## config.mk

```make
export PLATFORM = sky130hd
export DESIGN_NAME = filter_window
export DESIGN_NICKNAME = d
export VERILOG_FILES = /design/src/rtl/filter_window.sv
export SDC_FILE = /design/constraint.sdc
export NUM_CORES = 1
export LEC_CHECK = 0
export CAP_MARGIN = 20
export CORE_UTILIZATION = 50
export DETAILED_ROUTE_END_ITERATION = 16
export PLACE_DENSITY = 0.76
export SLEW_MARGIN = 20
export SYNTH_ARGS = -nofsm -noshare
export SYNTH_HDL_FRONTEND = slang
export SYNTH_SLANG_ARGS = --single-unit
```

## constraint.sdc

```tcl
create_clock -name i_pclk -period 1.84 [get_ports i_pclk]
set_input_delay 0.368 -clock i_pclk [delete_from_list [all_inputs] [get_ports i_pclk]]
set_output_delay 0.368 -clock i_pclk [all_outputs]
set_load 0.01 [all_outputs]
```

## src/rtl/filter_window.sv

```systemverilog
// filter_window: two-dimensional active-window generator for the VESA pixel path.
// Counts pixels/lines from sync edges and flags pixels inside a frame-shadowed rectangle.
module filter_window #(
  parameter int    X_CNT_WIDTH = 12,
  parameter int    Y_CNT_WIDTH = 12,
  parameter string HS_POLARITY = "NEGATIVE",
  parameter string VS_POLARITY = "NEGATIVE",
  parameter int    X_START     = 259,
  parameter int    X_END       = 899,
  parameter int    Y_START     = 0,
  parameter int    Y_END       = 720
) (
  input  logic                   i_pclk,
  input  logic                   i_arst,
  input  logic                   i_hsync,
  input  logic                   i_vsync,
  input  logic [X_CNT_WIDTH-1:0] i_x_start,
  input  logic [X_CNT_WIDTH-1:0] i_x_end,
  input  logic [Y_CNT_WIDTH-1:0] i_y_start,
  input  logic [Y_CNT_WIDTH-1:0] i_y_end,
  output logic                   o_hsync,
  output logic                   o_vsync,
  output logic                   o_x_en,
  output logic                   o_y_en,
  output logic                   o_en,
  output logic                   o_line_start,
  output logic                   o_frame_start
);

  localparam logic HS_ACT = (HS_POLARITY == "POSITIVE") ? 1'b1 : 1'b0;
  localparam logic VS_ACT = (VS_POLARITY == "POSITIVE") ? 1'b1 : 1'b0;

  localparam logic [X_CNT_WIDTH-1:0] XS_RST = X_CNT_WIDTH'(X_START);
  localparam logic [X_CNT_WIDTH-1:0] XE_RST = X_CNT_WIDTH'(X_END);
  localparam logic [Y_CNT_WIDTH-1:0] YS_RST = Y_CNT_WIDTH'(Y_START);
  localparam logic [Y_CNT_WIDTH-1:0] YE_RST = Y_CNT_WIDTH'(Y_END);
  localparam logic [X_CNT_WIDTH-1:0] X_MAX  = '1;
  localparam logic [Y_CNT_WIDTH-1:0] Y_MAX  = '1;

  logic                   r_hs_d1;
  logic                   r_vs_d1;
  logic                   r_hs_armed;
  logic                   r_vs_armed;
  logic                   r_hs_edge_d;
  logic                   r_vs_edge_d;
  logic [X_CNT_WIDTH-1:0] r_x_cnt;
  logic [Y_CNT_WIDTH-1:0] r_y_cnt;
  logic [X_CNT_WIDTH-1:0] r_xs;
  logic [X_CNT_WIDTH-1:0] r_xe;
  logic [Y_CNT_WIDTH-1:0] r_ys;
  logic [Y_CNT_WIDTH-1:0] r_ye;

  logic                   w_hs_act;
  logic                   w_vs_act;
  logic                   w_hs_edge;
  logic                   w_vs_edge;
  logic [X_CNT_WIDTH-1:0] w_x_inc;
  logic [Y_CNT_WIDTH-1:0] w_y_inc;
  logic                   w_x_in;
  logic                   w_y_in;

  // The armed flags require an inactive sample after reset, so a sync that is
  // already active when reset releases cannot fake an edge.
  assign w_hs_act  = (i_hsync == HS_ACT);
  assign w_vs_act  = (i_vsync == VS_ACT);
  assign w_hs_edge = w_hs_act && (r_hs_d1 != HS_ACT) && r_hs_armed;
  assign w_vs_edge = w_vs_act && (r_vs_d1 != VS_ACT) && r_vs_armed;

  assign w_x_inc = (r_x_cnt == X_MAX) ? r_x_cnt : r_x_cnt + X_CNT_WIDTH'(1);
  assign w_y_inc = (r_y_cnt == Y_MAX) ? r_y_cnt : r_y_cnt + Y_CNT_WIDTH'(1);

  assign w_x_in = (r_x_cnt >= r_xs) && (r_x_cnt < r_xe);
  assign w_y_in = (r_y_cnt >= r_ys) && (r_y_cnt < r_ye);

  always_ff @(posedge i_pclk) begin
    if (i_arst) begin
      r_hs_d1       <= ~HS_ACT;
      r_vs_d1       <= ~VS_ACT;
      o_hsync       <= ~HS_ACT;
      o_vsync       <= ~VS_ACT;
      r_hs_armed    <= 1'b0;
      r_vs_armed    <= 1'b0;
      r_hs_edge_d   <= 1'b0;
      r_vs_edge_d   <= 1'b0;
      o_line_start  <= 1'b0;
      o_frame_start <= 1'b0;
    end else begin
      r_hs_d1       <= i_hsync;
      r_vs_d1       <= i_vsync;
      o_hsync       <= r_hs_d1;
      o_vsync       <= r_vs_d1;
      r_hs_armed    <= r_hs_armed | ~w_hs_act;
      r_vs_armed    <= r_vs_armed | ~w_vs_act;
      r_hs_edge_d   <= w_hs_edge;
      r_vs_edge_d   <= w_vs_edge;
      o_line_start  <= r_hs_edge_d;
      o_frame_start <= r_vs_edge_d;
    end
  end

  // vsync takes priority over hsync for the line counter; bounds only move on vsync.
  always_ff @(posedge i_pclk) begin
    if (i_arst) begin
      r_x_cnt <= X_MAX;
      r_y_cnt <= Y_MAX;
      r_xs    <= XS_RST;
      r_xe    <= XE_RST;
      r_ys    <= YS_RST;
      r_ye    <= YE_RST;
    end else begin
      if (w_hs_edge) begin
        r_x_cnt <= '0;
      end else begin
        r_x_cnt <= w_x_inc;
      end
      if (w_vs_edge) begin
        r_y_cnt <= '0;
        r_xs    <= i_x_start;
        r_xe    <= i_x_end;
        r_ys    <= i_y_start;
        r_ye    <= i_y_end;
      end else if (w_hs_edge) begin
        r_y_cnt <= w_y_inc;
      end
    end
  end

  always_ff @(posedge i_pclk) begin
    if (i_arst) begin
      o_x_en <= 1'b0;
      o_y_en <= 1'b0;
      o_en   <= 1'b0;
    end else begin
      o_x_en <= w_x_in;
      o_y_en <= w_y_in;
      o_en   <= w_x_in & w_y_in;
    end
  end

endmodule

```

==> results.py, run 1 <==
metrics = {
    "run_status": {
        "status": "complete, but fails checks",
        "violations": "setup timing",
    },
    "route": {
        "viasPerCell": 5.28,
        "drt_iter0_markers": 204,
        "vias": 3705,
        "wl_microns": 9760,
        "drtPass1Iterations": 5,
        "detail_route.wl_per_cell_microns": 13.9,
        "drcViolationCount": 0,
        "drtAntennaViolNets": 0,
    },
    "pwr": {
        "power_leakage_nw": 2.19,
        "powerDensity_mw_per_mm2": 1010,
        "peakVddDrop_uv": 668,
        "power_mw": 5.58,
    },
    "final_layout": {
        "insertedDiodeCount": 0,
        "drive_gt1_frac": 0.147,
        "fin_util": 0.670,
        "fin_nets": 692,
        "fin_cells": 702,
        "final_area_sq_mm": 0.00554,
        "area_delta_synth_final_pct": 29.6,
    },
    "clock_network": {
        "htreeDepth": 3,
        "numCtsBuffers": 9,
        "cts_hold_buf": 0,
        "clk_pin_slew_ns": 0.10,
        "clock_latency_ns": 0.36,
        "cts_root_buf": "clkbuf_8",
        "cts_max_path_buffers": 2,
        "clock_sinks": 85,
        "tritoncts": "yes",
    },
    "global_routing": {
        "grt_use_total": 0.229,
        "use_met3": 0.0443,
        "busiest_layer": "met2",
        "globalRouteOverflowTotal": 0,
        "grt_antenna_before_repair": 0,
        "grt_pass1_vias": 3446,
        "use_met1": 0.311,
        "grt.met2_usage": 0.368,
        "grt_max_degree": 39,
        "grt_first_pass_wirelength_microns": 15800,
    },
    "placement": {
        "postPlaceCellArea_sq_mm": 0.00515,
        "placed_cells": 682,
        "dp_slack_ns": -0.181,
        "gp_congestion": 0.848,
        "port_buffers": 58,
        "hpwl_microns": 7190,
    },
    "job": {
        "cap_violations": 0,
    },
    "timing": {
        "fin_worst_skew_ns": 0.0119,
        "finalSetupTns_ns": -0.0436,
        "finalHoldViolCount": 0,
        "worst_pin_slew_ns": 0.444,
        "period_minus_slack_ns": 1.88,
        "period_share": 1.02,
        "worst_slack_ns": -0.0395,
        "holdWs_ns": 0.451,
        "fmax_mhz": 532,
        "slew_headroom": 0.703,
        "slew_viol_final": 0,
        "setup_viol": 2,
        "rsz0062_at_grt": "true",
    },
    "yosys": {
        "syn_area_per_cell_sq_um": 8.33,
        "synth_edf_count": 0,
        "ys_warn_count": 0,
        "syn-num-nets": 613,
        "async_flop_share": 0,
        "syn_inst": 513,
        "ys_types": 45,
        "synth-seq-cells": 85,
        "ys.flop_type": "dfxtp_1",
        "syn-cell-area_sq_mm": 0.00427,
        "ys_seq_area_frac": 0.398,
    },
    "floorplan": {
        "design.core.area_sq_mm": 0.00826,
        "initial_utilization": 0.517,
        "design.die.area_sq_mm": 0.00892,
        "row_count": 33,
        "num_io_pins": 59,
        "dieWidth_microns": 94.4,
        "die_h_microns": 94.4,
    },
    "setup_path": {
        "reg2reg_slack_ns": -0.04,
        "rr_worst_depth": 7,
        "rr_startpoint": "r_x_cnt[0]",
        "required_ns": 2.08,
        "end_kind": "register",
        "cp.arrival_ns": 2.12,
        "crit_type": "register to register",
        "start_kind": "register",
        "rr_endpoint": "o_x_en",
        "path_max_fanout": 2,
    },
    "hold_path": {
        "holdPathEnd": "o_vsync",
        "hold_path.class": "register to register",
        "worstHoldStart": "r_vs_d1",
        "whs_path_depth": 1,
    },
}
## layout make-up
type / count / area, sq um
inverter: 49 / 184
tap: 105 / 131
clock inverter: 6 / 71.3
timing repair buffer: 89 / 865
multi-input combinational: 358 / 2430
sequential: 85 / 1720
fill: 663 / 2720
clock buffer: 10 / 138
## worst max-delay path: stages (launching register included)
cell and delay, ns:
dfxtp_2 0.35, inv_2 0.04, ha_4 0.20, nand2b_4 0.14
a2111oi_4 0.36, o311ai_2 0.18, a221oi_2 0.39, nor2_1 0.10
## layout by cell type, fill, tap and decap left out, types with 2 or more instances in the layout
cell / Yosys / layout
nor2_1: 15 / 13
o21a_1: 4 / 4
mux2i_1: 3 / 3
a2111oi_4: 0 / 2
dfxtp_2: 0 / 11
buf_12: 0 / 4
clkdlybuf4s50_1: 0 / 58
nor2b_1: 3 / 3
inv_2: 0 / 4
nand4_1: 7 / 7
a21o_1: 9 / 9
xnor2_1: 3 / 3
and4_1: 8 / 8
inv_1: 48 / 44
xor2_1: 12 / 12
ha_4: 0 / 4
o21ai_1: 0 / 3
clkinv_4: 0 / 2
and3_1: 4 / 3
o211ai_1: 13 / 13
nand2_1: 110 / 110
a31oi_1: 4 / 4
a21oi_1: 50 / 49
or2_2: 5 / 5
dfxtp_1: 85 / 74
clkbuf_8: 0 / 10
nand3b_1: 2 / 2
a211oi_1: 2 / 2
nor3_1: 4 / 3
ha_1: 48 / 44
nand3_1: 10 / 10
nand2b_4: 0 / 2
buf_4: 0 / 25
clkinvlp_4: 0 / 2
o21ai_0: 23 / 20
## metal layers
metal  wire (microns)  part of all wire
met1             4860              0.50
met4              115             0.012
met5                0                 0
met2             4350              0.45
met3              434             0.044
## sequential cells by signal, indices dropped and copies added, names as in the netlist
name	flops
o_x_en	1
r_hs_edge_d	1
r_x_cnt	12
r_vs_edge_d	1
o_frame_start	1
o_hsync	1
r_vs_armed	1
o_line_start	1
r_ye	12
r_y_cnt	12
r_hs_armed	1
o_vsync	1
r_ys	12
r_xe	12
o_y_en	1
r_vs_d1	1
r_hs_d1	1
o_en	1
r_xs	12
## worst max path at each step
| stage | startpoint | endpoint | slack [ns] |
|---|---|---|---|
| after floorplan | r_x_cnt[0] | o_en | 0.03 |
| after global placement | i_hsync | r_y_cnt[3] | -0.13 |
| after detailed placement | i_hsync | r_y_cnt[11] | -0.18 |
| after CTS | r_ys[9] | o_en | -0.01 |
| after global routing | r_x_cnt[0] | o_x_en | -0.1 |
| final | r_x_cnt[0] | o_x_en | -0.04 |
## cell usage after synthesis (2+ instances only)
library cell | instances | area [sq um]
inv_1 | 48 | 180
a31oi_1 | 4 | 25.0
buf_1 | 3 | 11.3
xor2_1 | 12 | 105
o211ai_1 | 13 | 97.6
clkbuf_1 | 15 | 56.3
dfxtp_1 | 85 | 1700
nand4_1 | 7 | 43.8
nor2b_1 | 3 | 18.8
a211oi_1 | 2 | 15.0
mux2i_1 | 3 | 30.0
nor2_1 | 15 | 56.3
a2111oi_0 | 2 | 17.5
o21ai_0 | 23 | 115
buf_6 | 2 | 22.5
a21o_1 | 9 | 67.6
a21oi_1 | 50 | 250
nand2b_1 | 2 | 12.5
and4_1 | 8 | 70.1
o21a_1 | 4 | 30.0
xnor2_1 | 3 | 26.3
or2_2 | 5 | 31.3
and3_1 | 4 | 25.0
nand2_1 | 110 | 413
nor3_1 | 4 | 20.0
ha_1 | 48 | 601
nand3_1 | 10 | 50.1
nand3b_1 | 2 | 15.0
## kinds of logic (layout without fill, tap and decap cells)
group / count (synthesis) / count (layout) / synth area share
xor+xnor: 15 / 15 / 0.0307
flops: 85 / 85 / 0.398
fa+ha+maj: 48 / 48 / 0.141
compound gates: 117 / 117 / 0.172
mux: 3 / 3 / 0.00703
simple gates: 175 / 175 / 0.186
buf+inv: 70 / 154 / 0.0653
## where the power goes
part	switching (mW)	internal, mW	leakage [nW]
Sequential	0.229	2.04	0.698
Combinational	0.983	0.946	1.39
Clock	0.709	0.674	0.0991
## timing repair
action,4_1_cts,5_1_grt
pin swaps,9,12
gates cloned,0,1
endpoints found under the setup margin,3,8
resized for setup,19,17
buffers inserted,2,1
Power figures use the tool's default switching activity.
==> run 2, diff against run 1 <==
--- a/config.mk
+++ b/config.mk
@@ -6,6 +6,7 @@
 export NUM_CORES = 1
 export LEC_CHECK = 0
 export CAP_MARGIN = 20
+export CORE_MARGIN = 8
 export CORE_UTILIZATION = 50
 export DETAILED_ROUTE_END_ITERATION = 16
 export PLACE_DENSITY = 0.76
@@ -13,3 +14,4 @@
 export SYNTH_ARGS = -nofsm -noshare
 export SYNTH_HDL_FRONTEND = slang
 export SYNTH_SLANG_ARGS = --single-unit
+export TNS_END_PERCENT = 30
==> run 2 against run 1 <==
Effect of this change:
- the run now ends clean
- clock-buffer cell count is the same
- combinational power fell by 5%
- global-route usage is 4.6 points lower
- cell count is 0.43% lower
- clock power barely moved
- first-iteration DRC count down 3.9%
- critical path depth is the same
- sequential share of layout area is 0.43 points higher
- clock skew down 0.0021 ns
- non-clock buffer count fell by 3
- register-to-register slack improved by 0.06 ns
- core utilization shrank 1.2 points
- critical endpoint is now o_en
- largest power group unchanged
==> results.py, run 2 (synthesis results as in run 1) <==
metrics = {
    "clock_network": {
        "cts_root_buf": "clkbuf_8",
        "cts_hold_buf": 0,
        "numCtsBuffers": 9,
        "htreeDepth": 3,
        "clock_sinks": 85,
        "postCtsSetupBuffers": 0,
        "cts_max_path_buffers": 2,
        "clock_latency_ns": 0.36,
        "clk_pin_slew_ns": 0.09,
        "tritoncts": "yes",
    },
    "route": {
        "drt_iter0_markers": 196,
        "viasPerCell": 5.39,
        "detail_route.wl_per_cell_microns": 14.3,
        "vias": 3771,
        "drtPass1Iterations": 4,
        "wl_microns": 9980,
        "drcViolationCount": 0,
        "drtAntennaViolNets": 0,
    },
    "global_routing": {
        "grt_max_degree": 42,
        "grt_antenna_before_repair": 0,
        "grt_first_pass_wirelength_microns": 17300,
        "grt_use_total": 0.183,
        "globalRouteOverflowTotal": 0,
        "grt_pass1_vias": 3724,
    },
    "floorplan": {
        "num_io_pins": 59,
        "initial_utilization": 0.517,
        "design.die.area_sq_mm": 0.0118,
        "die_h_microns": 108,
        "design.core.area_sq_mm": 0.00826,
        "row_count": 33,
        "dieWidth_microns": 108,
    },
    "final_layout": {
        "area_delta_synth_final_pct": 27.3,
        "final_cell_mix": "nand2_1 (110), dfxtp_1 (79), clkdlybuf4s50_1 (58), a21oi_1 (50), inv_1 (46)",
        "insertedDiodeCount": 0,
        "fin_nets": 689,
        "final_area_sq_mm": 0.00544,
        "drive_gt1_frac": 0.118,
        "fin_util": 0.659,
        "mostFrequentLayoutCell": "nand2_1",
    },
    "hold_path": {
        "worstHoldStart": "r_vs_d1",
        "hold_path.class": "register to register",
        "whs_path_depth": 1,
        "holdPathEnd": "o_vsync",
    },
    "setup_path": {
        "cp_num_buf_inv": 1,
        "cp.arrival_ns": 2.11,
        "path_delay_family": "simple AND/OR/NAND/NOR gates",
        "critPathSlowestCell": "or3_1",
        "crit_chain": "inv_2 -> ha_4 -> nand4_1 -> or3_1 -> o32ai_2 -> o211ai_1 -> nor3_1",
        "rr_worst_depth": 7,
        "max_stage_delay_ns": 0.35,
        "crit_type": "register to register",
        "rr_endpoint": "o_en",
        "required_ns": 2.13,
        "path_max_fanout": 2,
        "rr_startpoint": "r_ys[11]",
        "reg2reg_slack_ns": 0.02,
        "end_kind": "register",
        "start_kind": "register",
    },
    "timing": {
        "setup_viol": 0,
        "holdWs_ns": 0.449,
        "rsz0062_at_grt": "true",
        "worst_pin_slew_ns": 0.424,
        "fmax_mhz": 549,
        "finalHoldViolCount": 0,
        "slew_headroom": 0.716,
        "slew_viol_final": 0,
        "fin_worst_skew_ns": 0.00982,
        "worst_slack_ns": 0.0192,
        "period_share": 0.990,
        "period_minus_slack_ns": 1.82,
    },
    "placement": {
        "dp_slack_ns": -0.263,
        "postPlaceCellArea_sq_mm": 0.00513,
        "gp_congestion": 0.885,
        "port_buffers": 58,
        "hpwl_microns": 7600,
    },
    "pwr": {
        "powerDensity_mw_per_mm2": 1000,
        "power_leakage_nw": 2.16,
        "peakVddDrop_uv": 411,
    },
    "run_status": {
        "status": "completed",
    },
    "job": {
        "cap_violations": 0,
    },
}
[run 2: cell count changes in the layout (fill, tap and decap cells not counted), moves of 2 or more]
cell,change
dfxtp_1,+5
dfxtp_2,-5
inv_1,+2
buf_12,-2
inv_2,-2
[run 2: per-stage QoR]
stage	TNS, ns	power [mW]	std cells
after CTS	-0.0346	5.44	699
after floorplan	0	3.48	513
after global routing	-0.110	5.85	699
after global placement	-1.11	3.94	683
final	0	5.46	699
after detailed placement	-2.63	4.04	683
[run 2: area by class of cell]
| cell class | instances | area [sq um] |
|---|---|---|
| Inverter | 49 | 184 |
| Clock buffer | 10 | 128 |
| Timing Repair Buffer | 86 | 820 |
| Tap cell | 105 | 131 |
| Fill cell | 671 | 2820 |
| Multi-Input combinational cell | 358 | 2400 |
| Sequential cell | 85 | 1710 |
| Clock inverter | 6 | 71.3 |
[run 2: timing repair]
item,in CTS,in global routing
pin swaps,8,6
endpoints found under the setup margin,3,6
gates cloned,0,0
gates resized for setup,15,6
[run 2: how the worst max path moves through the flow]
stage | startpoint | to | slack (ns) | cells after the start
floorplan | r_x_cnt[0] | o_en | 0.03 | 7
global placement | i_hsync | r_y_cnt[3] | -0.14 | 7
detailed placement | i_hsync | r_y_cnt[3] | -0.26 | 7
CTS | r_ys[11] | o_en | -0.03 | 7
global route | r_ys[11] | o_en | -0.07 | 7
finish | r_ys[11] | o_en | 0.02 | 7
[run 2: routing by layer]
metal	routed length, microns	GRT usage
met5	0	0
met4	225	0.0899
met3	653	0.0363
met2	4230	0.259
met1	4870	0.256
[run 2: where the power goes]
group	leakage, nW	internal (mW)	switching, mW
sequential	0.698	2.04	0.232
combinational	1.37	0.889	0.955
clock	0.0935	0.640	0.706
total	2.16	3.57	1.89
